File: src/rtl/rnd_trigger_gen.sv
// rnd_trigger_gen: random L0 trigger generator.
// Fires when the LFSR word is below a programmable threshold, blocks further
// evaluation for a programmable dead time, timestamps each trigger into a
// small FIFO drained with a valid/ack handshake, and keeps trigger and drop
// counters for monitoring.
// Optional build macro: RND_TRIG_PRESCALE_EN (adds the prescale port; only
// every (prescale+1)-th fire is output).
module rnd_trigger_gen #(
  parameter int WIDTH      = 32,
  parameter int TS_WIDTH   = 32,
  parameter int DEAD_WIDTH = 16,
  parameter int DEPTH      = 8
) (
  input  logic                  clock,
  input  logic                  reset,
  input  logic [WIDTH-1:0]      rnd_in,
  input  logic                  rnd_ready,
  input  logic                  enable,
  input  logic [WIDTH-1:0]      threshold,
  input  logic [DEAD_WIDTH-1:0] dead_time,
`ifdef RND_TRIG_PRESCALE_EN
  input  logic [7:0]            prescale,
`endif
  output logic                  trig_out,
  output logic [TS_WIDTH-1:0]   ts_data,
  output logic                  ts_valid,
  input  logic                  ts_ack,
  output logic [31:0]           trig_count,
  output logic [15:0]           drop_count,
  output logic                  busy
);

  localparam int PTR_W = (DEPTH > 1) ? $clog2(DEPTH) : 1;
  localparam int CNT_W = PTR_W + 1;
  localparam logic [CNT_W-1:0] FULL_CNT = CNT_W'(DEPTH);
  localparam logic [CNT_W-1:0] ONE_CNT  = CNT_W'(1);
  localparam logic [DEAD_WIDTH-1:0] DEAD_ONE = DEAD_WIDTH'(1);

  typedef enum logic [1:0] {IDLE, ARMED, DEAD} state_t;

  state_t                state;
  logic [DEAD_WIDTH-1:0] dead_cnt;
  logic [TS_WIDTH-1:0]   ts_cnt;

  logic [TS_WIDTH-1:0]   mem [DEPTH];
  logic [PTR_W-1:0]      wr_ptr;
  logic [PTR_W-1:0]      rd_ptr;
  logic [PTR_W-1:0]      rd_next;
  logic [CNT_W-1:0]      count;

  logic eval;
  logic fire;
  logic emit;
  logic pop;
  logic full;
  logic accept;
  logic drop;

  // Evaluation happens only while armed with a valid random word present.
  assign eval = (state == ARMED) && enable && rnd_ready;
  assign fire = eval && (rnd_in < threshold);

`ifdef RND_TRIG_PRESCALE_EN
  logic [7:0] fire_cnt;
  assign emit = fire && (fire_cnt == prescale);
`else
  assign emit = fire;
`endif

  assign full    = (count == FULL_CNT);
  assign pop     = ts_valid && ts_ack;
  assign accept  = emit && (!full || pop);
  assign drop    = emit && full && !pop;
  assign rd_next = rd_ptr + 1'b1;

  assign ts_valid = (count != '0);
  assign busy     = (state == DEAD);

  // Free-running timestamp counter, wraps at 2^TS_WIDTH.
  // NOTE: sequential state uses non-blocking assignments so every register
  // samples pre-edge values regardless of block ordering.
  always_ff @(posedge clock or posedge reset) begin
    if (reset) ts_cnt <= '0;
    else       ts_cnt <= ts_cnt + 1'b1;
  end

  // Trigger FSM with dead-time counter, registered pulse and trigger counter.
  always_ff @(posedge clock or posedge reset) begin
    if (reset) begin
      state      <= IDLE;
      dead_cnt   <= '0;
      trig_out   <= 1'b0;
      trig_count <= '0;
`ifdef RND_TRIG_PRESCALE_EN
      fire_cnt   <= '0;
`endif
    end else begin
      trig_out <= emit;
      if (emit) trig_count <= trig_count + 1'b1;
`ifdef RND_TRIG_PRESCALE_EN
      if (fire) fire_cnt <= emit ? 8'd0 : fire_cnt + 1'b1;
`endif
      case (state)
        IDLE: begin
          if (enable && rnd_ready) state <= ARMED;
        end
        ARMED: begin
          if (!(enable && rnd_ready)) begin
            state <= IDLE;
          end else if (fire && (dead_time != '0)) begin
            dead_cnt <= dead_time;
            state    <= DEAD;
          end
        end
        DEAD: begin
          if (!enable) begin
            state    <= IDLE;
            dead_cnt <= '0;
          end else if (dead_cnt == DEAD_ONE) begin
            state    <= ARMED;
            dead_cnt <= '0;
          end else begin
            dead_cnt <= dead_cnt - 1'b1;
          end
        end
        default: begin
          state    <= IDLE;
          dead_cnt <= '0;
        end
      endcase
    end
  end

  // Timestamp storage; only the pointers and occupancy define what is valid.
  // NOTE: the memory array has no reset -- clearing pointers and occupancy is
  // enough to empty the FIFO, and an unreset array maps onto plain RAM.
  always_ff @(posedge clock) begin
    if (accept) mem[wr_ptr] <= ts_cnt;
  end

  // FIFO pointers, occupancy, registered head word and drop counter.
  always_ff @(posedge clock or posedge reset) begin
    if (reset) begin
      wr_ptr     <= '0;
      rd_ptr     <= '0;
      count      <= '0;
      ts_data    <= '0;
      drop_count <= '0;
    end else begin
      if (accept) wr_ptr <= wr_ptr + 1'b1;
      if (pop)    rd_ptr <= rd_next;

      case ({accept, pop})
        2'b10:   count <= count + 1'b1;
        2'b01:   count <= count - 1'b1;
        default: count <= count;
      endcase

      // Head register follows the entry that will sit at rd_ptr next cycle.
      if (accept && ((count == '0) || (pop && (count == ONE_CNT)))) begin
        ts_data <= ts_cnt;
      end else if (pop && (count > ONE_CNT)) begin
        ts_data <= mem[rd_next];
      end

      if (drop && (drop_count != 16'hFFFF)) drop_count <= drop_count + 1'b1;
    end
  end

endmodule

File: config.mk
export PLATFORM = sky130hd
export DESIGN_NAME = rnd_trigger_gen
export DESIGN_NICKNAME = d
export VERILOG_FILES = /design/src/rtl/rnd_trigger_gen.sv
export SDC_FILE = /design/constraint.sdc
export NUM_CORES = 1
export LEC_CHECK = 0
export CAP_MARGIN = 20
export CORE_MARGIN = 5
export CORE_UTILIZATION = 45
export CTS_BUF_LIST = sky130_fd_sc_hd__clkbuf_16
export DETAILED_ROUTE_END_ITERATION = 8
export GPL_ROUTABILITY_DRIVEN = 1
export PLACE_DENSITY_LB_ADDON = 0.2
export SETUP_SLACK_MARGIN = 0.4
export SLEW_MARGIN = 20
export SYNTH_ARGS = -nofsm -noshare
export SYNTH_HDL_FRONTEND = slang
export SYNTH_SLANG_ARGS = --single-unit
File: constraint.sdc
create_clock -name clock -period 8.2 [get_ports clock]
set_input_delay 1.64 -clock clock [delete_from_list [all_inputs] [get_ports clock]]
set_output_delay 1.64 -clock clock [all_outputs]
set_load 0.05 [all_outputs]
=== After elaboration in Yosys (flattened, before gate mapping) ===
Memory sizes are Yosys's and may differ from the RTL's.
Index checks and enable logic that the tools add are counted.

* Bits in registers: 141
* Bits in latches: 0
* RAM bits: 256
* ROM bits: 0
* Bits of input ports: 85
* Output and inout port bits: 83
* Word-level logic and storage cells: 76
* Memories: 1

* Add/subtract/negate cells: 8
* $mul: 0
* Divide/modulo/power cells: 0
* $lt $le $gt $ge: 2
* Eq/ne operators: 13
* Shift operators: 0
* Mux-type cells: 16
* Bitwise operators: 1
* Reductions and logical operators: 25

{| class="wikitable"
|+ Memories
! name !! words !! width !! rd ports !! clocked after memory_dff !! wr ports !! RTL line !! text
|-
| mem || 8 || 32 || 1 || 0 || 1 || 45 || <nowiki>logic [TS_WIDTH-1:0] mem [DEPTH];</nowiki>
|}

{| class="wikitable"
|+ Operators by type and width
! operator !! number
|-
| $add 32x1->32 const B || 2
|-
| $mux 16 || 4
|-
| $mux 32 || 2
|-
| $pmux 16 s3 || 1
|-
| $lt 32x32->1 || 1
|-
| $add 16x1->16 const B || 1
|-
| $eq 16x1->1 const B || 1
|-
| $ne 16x16->1 const B || 1
|-
| $reduce_bool 16->1 || 1
|-
| $sub 16x1->16 const B || 1
|-
| $logic_and 1x1->1 || 13
|-
| $mux 2 || 5
|-
| $pmux 4 s2 || 1
|-
| $add 3x1->3 const B || 2
|-
| $ne 3x2->1 const B || 2
|-
| $pmux 2 s3 || 1
|-
| $reduce_and 3->1 || 2
|-
| $add 4x1->4 const B || 1
|-
| $eq 2x1->1 const B || 2
|-
| $eq 2x2->1 const B || 2
|-
| $eq 4x1->1 const B || 1
|-
| $eq 4x4->1 const B || 1
|-
| $gt 4x1->1 const B || 1
|-
| $logic_not 4->1 || 1
|-
| 10 further kinds || 15
|}

=== Logic depth before layout (Yosys ltp) ===
Gate-level depths: netlist of run 1.

* Depth in word-level cells: 8
* Mapped depth: 12
* Gate-level depth less buffers: 12

=== Worst setup path after synthesis of run 1 ===
No wires, ideal clock.

* Kind: in2reg
* Start point: in threshold[6]
* End point: mem mem[1][0], enable pin
* Setup time: 0.461 ns
* Arrival time: 5.751 ns
* Data required time: 7.739 ns
* Slack: 1.988 ns
* Stages: 10
* Path buffers: 1
* Path through: inv_1 ha_1 a21o_1 a211oi_1 o21ai_1 a2111o_1 a21oi_4 buf_2 nand3_1 nor3_1

* Cells in the longest elaborated chain, start to end: 5

{| class="wikitable"
|+ Ends and longest elaborated chain
! what !! RTL line !! text
|-
| start: declaration || 19 || <nowiki>input logic [WIDTH-1:0] threshold,</nowiki>
|-
| $lt 32x32->1 || 61 || <nowiki>assign fire = eval && (rnd_in < threshold);</nowiki>
|-
| $logic_and 1x1->1 || 61 ||
|-
| $logic_and 1x1->1 || 72 || <nowiki>assign accept = emit && (!full || pop);</nowiki>
|-
| $mux 1 || 138 || <nowiki>if (accept) mem[wr_ptr] <= ts_cnt;</nowiki>
|-
| $mux 1 (implied by the code) || 138 ||
|-
| end: declaration || 45 ||
|}

Every way passes these cells.

=== Worst setup path after layout of run 1 ===
* Start point: in threshold[1]
* End point: mem mem[7][11], enable pin

The elaborated chain is that of the path after synthesis.

==> summary.txt, run 1 <==
Status
  • Outcome: finished, final reports clean

STA
  • RSZ-0062 raised after global routing: no
  • Finish-stage setup viols: 0
  • FMAX: 0.193 GHz
  • Least-Margin Pin Slew: 1.07 ns
  • Clock skew: about 0.028 ns
  • Relative slew slack: between 20% and 30%
  • Setup_tns: 0 ns
  • Period utilization: 63.3%
  • Max Slew Vio Count: 0
  • Hold Slack: between 0.4 and 0.5 ns
  • Final min period: 5.19 ns
  • Fin. Hold Viols: 0

Placed design
  • Detailed placement HPWL: 23,500 µm
  • Routability-driven placement congestion ratio: 0.825
  • Buffers added on ports: 167

Drt
  • Total Wirelength: 38,100 µm
  • Via density per instance: approximately 5.5
  • Post-DRT Antenna Nets: 0
  • Avg WL per Cell: 20.4 µm
  • DRC: 0
  • Routed vias: 10,200
  • First DRT Iteration DRCs: 642
  • Drt first pass iters: 5

Clocking
  • Setup Buffers After CTS: 0
  • CTS tree: yes
  • # hold bufs at CTS: 0
  • Worst-Skew Late Latency: about 0.55 ns
  • Maximum clock insertion buffer count: 3
  • Worst-path clk slew: around 0.060 ns
  • Clock H-tree levels: 2
  • Number of clock buffers inserted by TritonCTS: 42
  • Post-CTS sizing: 0
  • # clock sinks: between 300 and 400
  • CTS Root Cell: clkbuf_16

Synthesis
  • Synth cell types: 52
  • Area leader, netlist: edfxtp_1
  • Seq/Total Area, Yosys: 65.6%
  • Synth Flop Type: edfxtp_1
  • Ys async rst share: 35.5%
  • Mapped Cells: 1,147
  • Mapped Avg Cell Area: between 10 and 15 µm²
  • Cell area after synthesis: 0.0171 mm²
  • Post-synth EDFFs: 256
  • Number of synthesis warnings: 0
  • Flops & latches, synth: 397
  • Share of the synthesized area in the top cell type: between 40 and 50%
  • Synth area leaders: edfxtp_1, dfrtp_1, mux4_2
  • Post-Syn Nets: 1,278

Die
  • IO Pins: between 150 and 200
  • Die Span X: ~200 µm
  • # rows: 71
  • Core region area: 0.0376 mm²
  • Die area: about 0.042 mm²
  • Initial Util: 45.5%
  • Die Y: 205 µm

GRT
  • GR peak layer: met2
  • Antenna violations before repair: 0
  • GRT Total Usage: 18.2%
  • Vias in the first global route: 10,500
  • Gr ovfl total: 0
  • Largest net degree at the start of global routing: 77
  • Met1 usage: between 20% and 30%
  • First-pass GRT wire length: 60,800 µm
  • Met3 GRT Util: 3.66%
  • GR Util met2: between 20 and 30%

Pwr
  • VDD IR-drop max: between 0.3 and 0.4 mV
  • Leak pwr: 8.02 nW
  • Total power: 6.61 mW
  • Power density over cell area: approximately 320 mW/mm²

Final layout
  • Commonest non-fill, non-tap cell in the layout: edfxtp_1
  • Layout area overhead: 22.4%
  • FILL cells: between 3,000 and 4,000
  • Final Net Count: 1,453
  • Ant diodes: 0
  • Util after Layout: 55.7%
  • Share of cells above drive strength 1: between 10 and 15%
  • Most frequent cells in the layout: edfxtp_1, clkdlybuf4s50_1, dfrtp_1

Setup path
  • Worst Setup End Kind: register
  • Critical Path AT: 5.34 ns
  • CP Data Required Time: about 8.4 ns
  • Crit start category: input port
  • Crit-path max FO: 37
  • CP Class: input port to register

Flow run
  • Max Cap Viol: 0

Worst hold path
  • Hold/Removal Path Class: register to register
[power breakdown]
| part | internal [mW] | switching [mW] |
|---|---|---|
| logic | 0.872 | 1.25 |
| clock network | 1.24 | 0.784 |
| registers | 2.29 | 0.180 |
[cells in the mapped netlist, types with 11 or more instances]
cell and n:
edfxtp_1 256, mux4_2 64, dfrtp_1 141, a221o_1 32, nor2_1 31, nand4_1 35
inv_1 45, and3_1 20, and4_1 11, nand3_1 33, nand2_1 116, clkbuf_1 32
nor3_1 12, xnor2_1 70, xor2_1 19, o21ai_0 14, a21oi_1 55, a22oi_1 13
buf_2 11, ha_1 46
[logic make-up after synthesis]
family / Yosys count / share of synthesized area, %
AO/OA/AOI/OAI: 153 / 6.48
flip-flops: 397 / 65.6
XOR/XNOR: 89 / 4.56
buffers and inverters: 93 / 2.25
adder cells (fa/ha/maj): 46 / 3.37
multiplexers: 74 / 9.08
AND/OR/NAND/NOR: 295 / 8.66
[state kept, by name, indices dropped and copies added (netlist names)]
name / cells
trig_count: 32
ts_cnt: 32
dead_cnt: 16
trig_out: 1
rd_ptr: 3
wr_ptr: 3
drop_count: 16
count: 4
state: 2
ts_data: 32
mem: 256
[layer usage]
metal | part of all wire (%) | up-vias | wire [µm]
li1 | - | 4745 | -
met1 | 46 | 5145 | 17400
met2 | 47 | 268 | 17700
met3 | 6.1 | 48 | 2340
met4 | 1.7 | 0 | 634
met5 | 0 | - | 0
[cell type report]
class | instances | area [µm²] | share of cell area (%)
inverters | 45 | 174 | 0.831
multi-input cells | 657 | 5580 | 26.7
well taps | 511 | 639 | 3.06
clock buffers | 44 | 1100 | 5.26
repair buffers | 179 | 1800 | 8.61
flip-flops and latches | 397 | 11200 | 53.6
clock inverters | 34 | 407 | 1.94
[final timing paths]
path	start	end	slack, ns	cells past startpoint
min in group asynchronous	reset	trig_count[9]$_DFFE_PP0P_	1.57	2
setup / recovery	threshold[1]	mem[7][11]$_DFFE_PP_	3.01	10
hold / removal	trig_count[31]$_DFFE_PP0P_	trig_count[31]$_DFFE_PP0P_	0.47	1
hold reg to reg	trig_count[31]$_DFFE_PP0P_	trig_count[31]$_DFFE_PP0P_	0.47	1
max in group asynchronous	reset	rd_ptr[0]$_DFFE_PP0P_	5.07	3
setup reg to reg	state[1]$_DFFE_PP0P_	mem[7][11]$_DFFE_PP_	3.75	10
[metrics by stage]
step | setup slack (ns) | cells | cell area (µm²)
after global placement | 2.42 | 1787 | 19400
after floorplan | 1.99 | 1147 | 17100
after CTS | 2.92 | 1865 | 20900
final | 3.01 | 1867 | 20900
after global routing | 2.77 | 1867 | 20900
after detailed placement | 2.35 | 1787 | 19400
[critical path, cell delays in order]
cell	delay, ns
clkdlybuf4s50_1	0.46
inv_1	0.04
ha_1	0.28
a2111oi_2	0.36
o21ai_1	0.12
a2111o_1	0.55
a21oi_4	0.16
buf_4	0.38
nand3_1	0.38
nor2_4	0.93
(Power assumes the default switching activity.)
==> run 2: changes to the inputs <==
==> constraint.sdc (replaced) <==
create_clock -name clock -period 5.1 [get_ports clock]
set_input_delay 1.02 -clock clock [delete_from_list [all_inputs] [get_ports clock]]
set_output_delay 1.02 -clock clock [all_outputs]
set_load 0.05 [all_outputs]
==> run 2 against run 1 <==
Compared with the run above:
- clock-buffer cell count did not move
- die area did not move
- power grew 57%
- global-route usage rose by 0.60 points
- worst hold slack lost 0.0028 ns
- routed wire length rose by 3.3%
- largest power group unchanged
- core utilization is essentially flat
- clock skew down 0.0074 ns
- clock power up 45%
==> summary.txt, run 2 (synthesis results as in run 1) <==
Setup path
  • Most frequent CP cell: ha_1
  • Buf/Inv on CP: 3 (unchanged)
  • Crit-path max FO: 35 (was 37)
  • CP Data Required Time: 5.58 ns (was 8.35 ns)
  • Crit start category: input port (unchanged)
  • Worst Setup End Kind: register (unchanged)
  • CP Cell Sequence: clkdlybuf4s50_1 > inv_1 > ha_1 > a21o_1 > a211oi_1 > o21ai_1 > a2111o_1 > a21oi_4 > buf_4 > nand2_1 > ha_1 > nand4b_1 > a21oi_1 > xor2_1 (was clkdlybuf4s50_1 > inv_1 > ha_1 > a2111oi_2 > o21ai_1 > a2111o_1 > a21oi_4 > buf_4 > nand3_1 > nor2_4)
  • Slowest CP cell: a2111o_1 (was nor2_4)
  • CP Class: input port to register (unchanged)
  • Slowest Stage Delay on Critical Path: 0.56 ns (was 0.93 ns)
  • Critical Path AT: 4.67 ns (was 5.34 ns)
  • Worst path top cell family by delay: compound AO/OA/AOI/OAI gates (was simple AND/OR/NAND/NOR gates)

Final layout
  • Layout area overhead: 22.3% (was 22.4%)
  • Ant diodes: 0 (unchanged)
  • Top reg by flops: mem (unchanged)
  • Share of cells above drive strength 1: 12.9% (was 12.5%)
  • Largest register FFs: 256 (unchanged)
  • Commonest non-fill, non-tap cell in the layout: edfxtp_1 (unchanged)
  • Final Net Count: 1,465 (was 1,453)
  • Most frequent cells in the layout: edfxtp_1, clkdlybuf4s50_1, dfrtp_1 (unchanged)
  • Non-Filler Instances: 1,880 (was 1,867)
  • FILL cells: 3,044 (was 3,021)

GRT
  • Antenna violations before repair: 0 (unchanged)
  • GR peak layer: met2 (unchanged)
  • First-pass GRT wire length: 62,100 µm (was 60,800 µm)
  • GR Util met2: 30.0% (was 29.2%)
  • Met3 GRT Util: 4.59% (was 3.66%)
  • GRT Total Usage: 18.8% (was 18.2%)
  • Gr ovfl total: 0 (unchanged)
  • Vias in the first global route: 10,600 (was 10,500)
  • Largest net degree at the start of global routing: 108 (was 77)
  • Met1 usage: 26.5% (was 26.2%)

Placed design
  • Detailed placement HPWL: 24,800 µm (was 23,500 µm)
  • Pre-CTS setup slack: 0.330 ns (was 2.35 ns)
  • Buffers added on ports: 167 (unchanged)
  • Routability-driven placement congestion ratio: 0.826 (was 0.825)
  • Placed cell count: 1,800 (was 1,787)

Drt
  • Via density per instance: 5.49 (was 5.47)
  • Drt first pass iters: 4 (was 5)
  • Total Wirelength: 39,300 µm (was 38,100 µm)
  • DRC: 0 (unchanged)
  • Avg WL per Cell: 20.9 µm (was 20.4 µm)
  • Routed vias: 10,300 (was 10,200)
  • Post-DRT Antenna Nets: 0 (unchanged)
  • First DRT Iteration DRCs: 642 (unchanged)

Pwr
  • VDD IR-drop max: 0.306 mV (was 0.313 mV)
  • Power density over cell area: 497 mW/mm² (was 316 mW/mm²)
  • Leak pwr: 8.03 nW (was 8.02 nW)

Die
  • Die Span X: 205 µm (unchanged)
  • IO Pins: 168 (unchanged)
  • # rows: 71 (unchanged)
  • Die Y: 205 µm (unchanged)
  • Die area: 0.0420 mm² (unchanged)
  • Core region area: 0.0376 mm² (unchanged)
  • Initial Util: 45.5% (unchanged)

Status
  • Outcome: finished, final reports clean (unchanged)

Clocking
  • # hold bufs at CTS: 0 (unchanged)
  • Setup Buffers After CTS: 0 (unchanged)
  • Post-CTS sizing: 0 (unchanged)
  • # clock sinks: 397 (unchanged)
  • Number of clock buffers inserted by TritonCTS: 43 (was 42)
  • CTS tree: yes (unchanged)
  • Clock H-tree levels: 2 (unchanged)
  • Worst-Skew Late Latency: 0.56 ns (was 0.55 ns)
  • Maximum clock insertion buffer count: 3 (unchanged)
  • CTS Root Cell: clkbuf_16 (unchanged)
  • Worst-path clk slew: 0.06 ns (about the same)

STA
  • Fin. Hold Viols: 0 (unchanged)
  • Max Slew Vio Count: 0 (unchanged)
  • Final min period: 4.19 ns
  • Setup_tns: 0 ns (unchanged)
  • FMAX: ~0.24 GHz
  • Clock skew: 0.0205 ns (was 0.0279 ns)
  • Period utilization: between 80% and 90%
  • PnR worst setup slack: 0.912 ns (was 3.01 ns)
  • Finish-stage setup viols: 0 (unchanged)
  • Least-Margin Pin Slew: 0.979 ns (was 1.07 ns)
  • Relative slew slack: 34.5% (was 28.7%)
  • RSZ-0062 raised after global routing: no (unchanged)

Flow run
  • Max Cap Viol: 0 (unchanged)

Worst hold path
  • Hold/Removal Path Class: register to register (unchanged)
[run 2: area by class of cell]
type	count	area [µm²]	area share, %
well taps	511	639	3.06
multi-input cells	657	5590	26.7
clock buffers	44	1100	5.27
inverters	45	173	0.826
flip-flops and latches	397	11200	53.7
clock inverters	36	241	1.15
repair buffers	190	1940	9.30
[run 2: worst paths after layout]
kind                       depth (start not counted)                         end  slack (ns)                  startpoint
min                                                1  trig_count[31]$_DFFE_PP0P_        0.47  trig_count[31]$_DFFE_PP0P_
min reg2reg                                        1  trig_count[31]$_DFFE_PP0P_        0.47  trig_count[31]$_DFFE_PP0P_
max reg2reg                                       13        count[3]$_DFFE_PP0P_        1.80        state[1]$_DFFE_PP0P_
max                                               14        count[3]$_DFFE_PP0P_        0.91                threshold[6]
max in group asynchronous                          3     ts_data[25]$_DFFE_PP0P_        3.05                       reset
min in group asynchronous                          2  drop_count[12]$_DFFE_PP0P_        0.96                       reset
[run 2: power by group]
part           leakage (nW)  internal, mW  switching [mW]  total (mW)
combinational          2.89          1.43            2.04        3.47
clock                 0.702          1.68            1.25        2.93
sequential             4.44          3.69           0.300        3.99
[run 2: metal layers]
metal  share of wire [%]  up-vias
met5                   0        -
met4                 1.9        0
met3                 7.1       60
met2                  46      316
met1                  45     5162
li1                    -     4775
[run 2: per-stage QoR]
stage	total power, mW	cell area (µm²)	util [%]	hold WS [ns]
finish	10.4	20900	55.6	0.468
global route	10.9	20900	55.6	0.490
CTS	10.5	20900	55.6	0.478
detailed placement	7.56	19600	52.0	0.471
global placement	7.54	19600	52.0	0.465
floorplan	6.43	17100	-	0.457
